File: src/rtl/axil_req_arbiter.sv
// rtl/axil_req_arbiter.sv - two-requester round-robin front end for a single AXI4-Lite master port
module axil_req_arbiter #(
    parameter int ADDR_WIDTH = 32
) (
    input  logic                    ACLK,
    input  logic                    ARESETN,

    input  logic [1:0]              req_valid,
    output logic [1:0]              req_ready,
    input  logic [1:0]              req_we,
    input  logic [2*ADDR_WIDTH-1:0] req_addr,
    input  logic [63:0]             req_wdata,

    output logic [1:0]              rsp_valid,
    output logic [31:0]             rsp_data,
    output logic                    rsp_err,
    output logic                    busy,

    output logic [ADDR_WIDTH-1:0]   m_axi_awaddr,
    output logic                    m_axi_awvalid,
    input  logic                    m_axi_awready,
    output logic [31:0]             m_axi_wdata,
    output logic [3:0]              m_axi_wstrb,
    output logic                    m_axi_wvalid,
    input  logic                    m_axi_wready,
    input  logic [1:0]              m_axi_bresp,
    input  logic                    m_axi_bvalid,
    output logic                    m_axi_bready,
    output logic [ADDR_WIDTH-1:0]   m_axi_araddr,
    output logic                    m_axi_arvalid,
    input  logic                    m_axi_arready,
    input  logic [31:0]             m_axi_rdata,
    input  logic [1:0]              m_axi_rresp,
    input  logic                    m_axi_rvalid,
    output logic                    m_axi_rready
);

    typedef enum logic [1:0] {
        IDLE = 2'd0,
        ADDR = 2'd1,
        RESP = 2'd2,
        DONE = 2'd3
    } state_t;

    state_t                  state;
    logic                    last_grant;
    logic                    grant;
    logic                    cmd_we;
    logic [ADDR_WIDTH-1:0]   cmd_addr;
    logic [31:0]             cmd_wdata;
    logic                    awvalid_q;
    logic                    wvalid_q;
    logic                    arvalid_q;
    logic                    bready_q;
    logic                    rready_q;

    logic                    win_any;
    logic                    win_idx;
    logic                    aw_done;
    logic                    w_done;
    logic                    unused_resp_lsb;

    // On contention the requester that did not win last time goes first.
    always_comb begin
        win_any = |req_valid;
        if (&req_valid) begin
            win_idx = ~last_grant;
        end else begin
            win_idx = req_valid[1];
        end
    end

    assign req_ready = (ARESETN && (state == IDLE) && win_any)
                     ? (win_idx ? 2'b10 : 2'b01) : 2'b00;

    // A channel counts as done once its valid has already dropped or handshakes now.
    assign aw_done = !awvalid_q || m_axi_awready;
    assign w_done  = !wvalid_q  || m_axi_wready;

    assign m_axi_awaddr  = cmd_addr;
    assign m_axi_araddr  = cmd_addr;
    assign m_axi_wdata   = cmd_wdata;
    assign m_axi_wstrb   = wvalid_q ? 4'hF : 4'h0;
    assign m_axi_awvalid = awvalid_q;
    assign m_axi_wvalid  = wvalid_q;
    assign m_axi_arvalid = arvalid_q;
    assign m_axi_bready  = bready_q;
    assign m_axi_rready  = rready_q;
    assign busy          = (state != IDLE);

    assign unused_resp_lsb = m_axi_bresp[0] ^ m_axi_rresp[0];

    always_ff @(posedge ACLK or negedge ARESETN) begin
        if (!ARESETN) begin
            state      <= IDLE;
            last_grant <= 1'b1;
            grant      <= 1'b0;
            cmd_we     <= 1'b0;
            cmd_addr   <= '0;
            cmd_wdata  <= '0;
            awvalid_q  <= 1'b0;
            wvalid_q   <= 1'b0;
            arvalid_q  <= 1'b0;
            bready_q   <= 1'b0;
            rready_q   <= 1'b0;
            rsp_valid  <= 2'b00;
            rsp_data   <= '0;
            rsp_err    <= 1'b0;
        end else begin
            case (state)
                IDLE: begin
                    if (win_any) begin
                        grant      <= win_idx;
                        last_grant <= win_idx;
                        cmd_we     <= req_we[win_idx];
                        cmd_addr   <= win_idx ? req_addr[ADDR_WIDTH +: ADDR_WIDTH]
                                              : req_addr[0 +: ADDR_WIDTH];
                        cmd_wdata  <= win_idx ? req_wdata[32 +: 32] : req_wdata[0 +: 32];
                        if (req_we[win_idx]) begin
                            awvalid_q <= 1'b1;
                            wvalid_q  <= 1'b1;
                        end else begin
                            arvalid_q <= 1'b1;
                        end
                        state <= ADDR;
                    end
                end
                ADDR: begin
                    if (cmd_we) begin
                        if (awvalid_q && m_axi_awready) begin
                            awvalid_q <= 1'b0;
                        end
                        if (wvalid_q && m_axi_wready) begin
                            wvalid_q <= 1'b0;
                        end
                        if (aw_done && w_done) begin
                            bready_q <= 1'b1;
                            state    <= RESP;
                        end
                    end else if (m_axi_arready) begin
                        arvalid_q <= 1'b0;
                        rready_q  <= 1'b1;
                        state     <= RESP;
                    end
                end
                RESP: begin
                    if (cmd_we && m_axi_bvalid) begin
                        bready_q  <= 1'b0;
                        rsp_data  <= '0;
                        rsp_err   <= m_axi_bresp[1];
                        rsp_valid <= grant ? 2'b10 : 2'b01;
                        state     <= DONE;
                    end else if (!cmd_we && m_axi_rvalid) begin
                        rready_q  <= 1'b0;
                        rsp_data  <= m_axi_rdata;
                        rsp_err   <= m_axi_rresp[1];
                        rsp_valid <= grant ? 2'b10 : 2'b01;
                        state     <= DONE;
                    end
                end
                DONE: begin
                    rsp_valid <= 2'b00;
                    rsp_data  <= '0;
                    rsp_err   <= 1'b0;
                    state     <= IDLE;
                end
                default: begin
                    state <= IDLE;
                end
            endcase
        end
    end

endmodule

File: config.mk
export PLATFORM = sky130hd
export DESIGN_NAME = axil_req_arbiter
export DESIGN_NICKNAME = d
export VERILOG_FILES = /design/src/rtl/axil_req_arbiter.sv
export SDC_FILE = /design/constraint.sdc
export NUM_CORES = 1
export LEC_CHECK = 0
export BUFFER_PORTS_ARGS = -buffer_cell sky130_fd_sc_hd__buf_4
export CAP_MARGIN = 10
export CORE_AREA = 2 2 123 125
export DETAILED_ROUTE_END_ITERATION = 10
export DIE_AREA = 0 0 125 127
export PLACE_DENSITY = 0.68
export SLEW_MARGIN = 25
export SYNTH_ARGS = -nofsm -noshare
export SYNTH_HDL_FRONTEND = slang
export SYNTH_SLANG_ARGS = --single-unit
File: constraint.sdc
create_clock -name ACLK -period 2 [get_ports ACLK]
set_input_delay 0.4 -clock ACLK [delete_from_list [all_inputs] [get_ports ACLK]]
set_output_delay 0.4 -clock ACLK [all_outputs]
set_load 0.1 [all_outputs]
==> qor.txt, run 1 <==
Arrival @ worst endpoint: 1.55 ns
Slew margin rel.: 45.4%
# DRC: 0
Crit-path max cell delay: 0.58 ns
Worst Tran Pin Value: 0.819 ns
Port Buffer Count: 315
RSZ-0062 raised after global routing: no
WP depth: 4
DIE WIDTH: 125 µm
Final Cycle Share: 97.7%
Final WS setup: 0.0469 ns
CTS H-Tree Depth: 3
Slew Limit Fails: 0
Die ar.: 15900 µm²
TritonCTS Buffers: 9
Number of warnings issued by yosys: 0
Final setup violation count: 0
First-pass GRT wire length: 23100 µm
Layout area overhead: 50.2%
DIE HEIGHT: 127 µm
FF-to-FF Start: last_grant
Vias in the first global route: 4557
Clock Skew: 0.0119 ns
Synth area leader: dfrtp_1
Vias/cell: 4.68
GRT Residual Overflow: 0
Via count: 4627
CP Buf/Inv Count: 3
CP startpoint kind: primary input
CTS tree: done
Site Rows: 44
Ant. Diodes: 0
CP max stage cell: dlygate4sd3_1
Ports: 318
Synth area leaders: dfrtp_1, mux2i_1, nand2_1
Total Routed Length: 14700 µm
Post-synth cell types: 36
Nets: 978
Design area: 7880 µm²
Largest net degree at the start of global routing: 134
Max-cap violations: 0
Detailed Routing Iterations Pass 1: 4
Net Count, Synth: 710
Critical path endpoint category: primary output
Post-Syn Area: 5250 µm²
Fmax: 512 MHz
Root Driver: clkbuf_16
ANT nets after route: 0
Area of the core: 14400 µm²
Tot GR Track Use: 18.1%
Initial Util: 36.4%
Crit Path Max Fanout: 6
Register area share after synthesis: 52.0%
Iter 0 DRT Violations: 158
Detailed Place HPWL: 11400 µm
R2R Path End: m_axi_wdata[2]
Clock Sinks: 109
Yosys reg bits: 109
Routability cong.: 0.828
Asr flop ratio synth: 100%
Mapped Cells: 531
Critical-path cell list: dlygate4sd3_1 -> buf_6 -> nor3b_4 -> buf_12
Hold Crit Class: primary input to flip-flop
Post-DP Area: 7510 µm²
Clk slew on worst S/H paths: 0.08 ns
Main synth FF type: dfrtp_1
WL per Instance: 14.9 µm
Worst setup startpoint: ARESETN
Area share of the largest cell type after synthesis: 51.5%
Status: completed
Layout cells sized above 1: 44.0%
CP top delay family: buffers and inverters
Req. time, crit path: 1.60 ns
Clock Latency Late Sink: 0.35 ns
Utilization after layout: 54.6%
CTS Buffer Depth: 2
Final hold violation count: 0
R2r setup slk: 0.29 ns
R2R cell count: 4
Post-synth EDFFs: 0
Pre-CTS WS: 0.193 ns
Crit path to: req_ready[0]
Final worst path period need: 1.95 ns
Initial antenna violation count: 0
Avg Synthesized Cell Area: 9.88 µm²
Critical path class: primary input to primary output
cells by family (layout without fill, tap and decap cells):
kind of cell    after synthesis  after routing  share of synthesized area, %
fa+ha+maj                     4              4                         0.954
mux                          70             70                          13.5
buf+inv                      76            349                          9.28
simple gates                151            151                          11.4
compound gates              121            121                          12.8
flops                       109            109                          52.0
metal layers:
layer	global-route usage (%)	share of wire, %	up-vias
met2	31.7	50	201
met4	5.82	1.4	0
met1	21.9	40	2126
li1	-	-	2287
met3	4.52	7.6	13
met5	0	0	-
cells in the final DEF, fill, tap and decap left out, types with 3 or more instances in the layout:
master / instances
nand2_1: 135
o31ai_1: 4
dfrtp_1: 108
buf_12: 5
buf_4: 319
mux2i_1: 68
o21ai_0: 101
ha_1: 3
inv_1: 4
clkbuf_16: 9
nor2_1: 3
nand2b_1: 5
Yosys cell counts (all sizes together), types with 3 or more instances:
library cell / instances
buf: 51
ha: 4
mux2i: 69
clkbuf: 19
o21ai: 103
nand2: 135
o31ai: 4
inv: 6
a21oi: 3
nand2b: 5
dfrtp: 108
nor2: 3
worst min-delay path by stage:
| stage | startpoint | end | cells after the start |
|---|---|---|---|
| floorplan | ARESETN | cmd_we | 0 |
| global placement | ARESETN | m_axi_awvalid | 1 |
| detailed placement | ARESETN | m_axi_awvalid | 1 |
| CTS | req_valid[0] | last_grant | 2 |
| global route | req_valid[0] | last_grant | 2 |
| finish | req_valid[0] | last_grant | 2 |
cell type report:
type,instances,area [µm²]
fill,1304,6540
sequential,109,2730
timing repair buffer,327,2530
multi-input combinational,346,2070
tap,184,230
clock buffer,10,229
clock inverter,6,71.3
inverter,6,22.5
sequential cells by signal, summed over array words and instances, names as in the netlist:
signal	cells
last_grant	1
state	2
m_axi_araddr	32
grant	1
rsp_valid	2
m_axi_rready	1
m_axi_wvalid	1
cmd_we	1
m_axi_bready	1
rsp_data	32
m_axi_awvalid	1
m_axi_wdata	32
m_axi_arvalid	1
rsp_err	1
through the flow:
stage               setup TNS (ns)  cells  hold slack, ns
floorplan                   -0.725    531           0.104
global placement                 0    967           0.222
detailed placement               0    967           0.223
CTS                              0    986           0.254
global route                     0    988           0.271
finish                           0    988           0.267
repair_timing:
item / in CTS / in global routing
endpoints found under the setup margin: 2 / 2
pin swaps: 1 / 0
buffers inserted: 2 / 2
hold buffers: 1 / 0
endpoints found under the hold margin: 2 / 0
gates cloned: 0 / 0
resized for setup: 6 / 2
Power of run 1 is not shown: default switching activity piles up to over one toggle a cycle in this logic, so the estimate is an artifact.
==> run 2, diff against run 1 <==
--- a/config.mk
+++ b/config.mk
@@ -7,10 +7,10 @@
 export LEC_CHECK = 0
 export BUFFER_PORTS_ARGS = -buffer_cell sky130_fd_sc_hd__buf_4
 export CAP_MARGIN = 10
-export CORE_AREA = 2 2 123 125
+export CORE_MARGIN = 2
+export CORE_UTILIZATION = 30
 export DETAILED_ROUTE_END_ITERATION = 10
-export DIE_AREA = 0 0 125 127
-export PLACE_DENSITY = 0.68
+export PLACE_DENSITY = 0.58
 export SLEW_MARGIN = 25
 export SYNTH_ARGS = -nofsm -noshare
 export SYNTH_HDL_FRONTEND = slang
==> constraint.sdc (replaced) <==
create_clock -name ACLK -period 2.45 [get_ports ACLK]
set_input_delay 0.49 -clock ACLK [delete_from_list [all_inputs] [get_ports ACLK]]
set_output_delay 0.49 -clock ACLK [all_outputs]
set_load 0.1 [all_outputs]
==> run 2 against run 1 <==
Compared with the run above: sequential share of layout area grew 0.20 points; via count down 0.15%; routed wire length is 0.88% higher; cell count grew 3.4%; sequential cell count did not move; setup slack improved by 0.16 ns; critical path type is now flip-flop to primary output.
==> qor.txt, run 2 (same netlist as run 1, synthesis figures left out) <==
Clock Latency Late Sink: 0.34 ns (about the same)
Hold Crit Class: primary input to asynchronous set/reset pin
Most common cell after layout, fill and taps aside: buf_4
First-pass GRT wire length: 22900 µm (-0.75%)
Detailed Place HPWL: 11600 µm (+2.0%)
Fillers: 1653 (+27%)
FF-to-FF Start: state[1]
WL per Instance: 14.5 µm (-2.5%)
Total Routed Length: 14900 µm (+0.88%)
Die ar.: 18600 µm² (+17%)
Tot GR Track Use: 15.8% (-2.3 points)
Layout cells sized above 1: 43.4% (-0.62 points)
Critical path endpoint category: primary output
RSZ-0062 raised after global routing: no
Largest net degree at the start of global routing: 134 (unchanged)
Initial antenna violation count: 0 (unchanged)
Routability cong.: 0.785 (-5.2%)
CTS H-Tree Depth: 3 (unchanged)
Multi-input gate area: 2060 µm² (-0.48%)
Clock Skew: 0.00730 ns (-0.00459 ns)
Slew margin rel.: 61.2% (+16 points)
Final worst path period need: 2.24 ns
Sum of negative setup slack: 0 ns (unchanged)
DIE HEIGHT: 136 µm (+7.3%)
Max-cap violations: 0 (unchanged)
Final hold violation count: 0 (unchanged)
R2R cell count: 6 (+2)
Worst Tran Pin Value: 0.582 ns (-0.238 ns)
Register area: 2730 µm² (unchanged)
CTS Buffer Depth: 2 (unchanged)
R2r setup slk: 0.59 ns (+0.30 ns)
Port Buffer Count: 315 (unchanged)
Ports: 318 (unchanged)
Clk slew on worst S/H paths: 0.07 ns (about the same)
Via count: 4620 (-0.15%)
Final setup violation count: 0 (unchanged)
ANT nets after route: 0 (unchanged)
Arrival @ worst endpoint: 1.75 ns (+0.20 ns)
TritonCTS Buffers: 9 (unchanged)
Root Driver: clkbuf_16
Site Rows: 48 (+9.1%)
Status: completed
Vias/cell: 4.52 (-3.5%)
Fmax: 446 MHz
Iter 0 DRT Violations: 135 (-15%)
Vias in the first global route: 4681 (+2.7%)
Ant. Diodes: 0 (unchanged)
CTS tree: done
Slew Limit Fails: 0 (unchanged)
Detailed Routing Iterations Pass 1: 4 (unchanged)
Most frequent cells in the layout: buf_4, nand2_1, dfrtp_1, o21ai_0, mux2i_1
Clock Sinks: 109 (unchanged)
Final Cycle Share: 91.5%
R2R Path End: state[1]
GRT Residual Overflow: 0 (unchanged)
Crit Path Max Fanout: 8 (+2)
DIE WIDTH: 136 µm (+9.0%)
# DRC: 0 (unchanged)
Nets: 972 (-0.61%)
Hold-fix buffers, CTS: 0 (-1)
Req. time, crit path: 1.96 ns (+0.36 ns)
Critical path class: flip-flop to primary output
Layout area overhead: 49.4%
Area of the core: 17200 µm² (+19%)
CP startpoint kind: flip-flop
Initial Util: 30.5% (-5.8 points)
## run 2: timing repair
action,CTS,global route
buffers inserted,0,0
gates resized for setup,0,1
endpoints found under the setup margin,0,1
## run 2: worst max path at each step
stage	startpoint	to	slack [ns]	depth (start not counted)
final	state[1]	req_ready[0]	0.21	5
after global routing	state[1]	req_ready[0]	0.11	5
after CTS	state[1]	req_ready[0]	0.08	5
after detailed placement	req_valid[1]	req_ready[1]	0.47	4
after global placement	req_valid[1]	req_ready[1]	0.49	4
after floorplan	state[1]	req_ready[0]	0.007	7
## run 2: through the flow
step / util (%) / cells / worst slack (ns) / hold WS (ns) / area [µm²]
final: 45.6 / 1022 / 0.207 / 0.267 / 7840
after global routing: 45.6 / 1022 / 0.107 / 0.320 / 7840
after CTS: 45.6 / 1022 / 0.0795 / 0.306 / 7830
after detailed placement: 44.0 / 1007 / 0.465 / 0.472 / 7560
after global placement: 44.0 / 1007 / 0.491 / 0.466 / 7560
after floorplan: - / 531 / 0.00686 / 0.194 / 5280
## run 2: layout make-up
| class | count | share of cell area [%] |
|---|---|---|
| clock buffer | 12 | 3.15 |
| clock inverter | 3 | 0.287 |
| inverter | 6 | 0.287 |
| multi-input combinational | 346 | 26.3 |
| sequential | 109 | 34.8 |
| tap | 225 | 3.59 |
| timing repair buffer | 321 | 31.6 |
## run 2: critical path, cell delays in order (launching register included)
cell and delay, ns:
dfrtp_1 0.42, inv_1 0.10, ha_2 0.29, o21ai_4 0.11, nor3b_4 0.19, buf_4 0.31
## run 2: metal layers
layer / up-vias / part of all wire (%) / wire length, µm / GRT usage [%]
li1: 2280 / - / - / -
met1: 2123 / 39 / 5740 / 17.9
met2: 204 / 51 / 7510 / 28.1
met3: 13 / 9.5 / 1410 / 4.92
met4: 0 / 1.3 / 193 / 5.44
met5: - / 0 / 0 / 0
Power of run 2 is left out for the same reason.
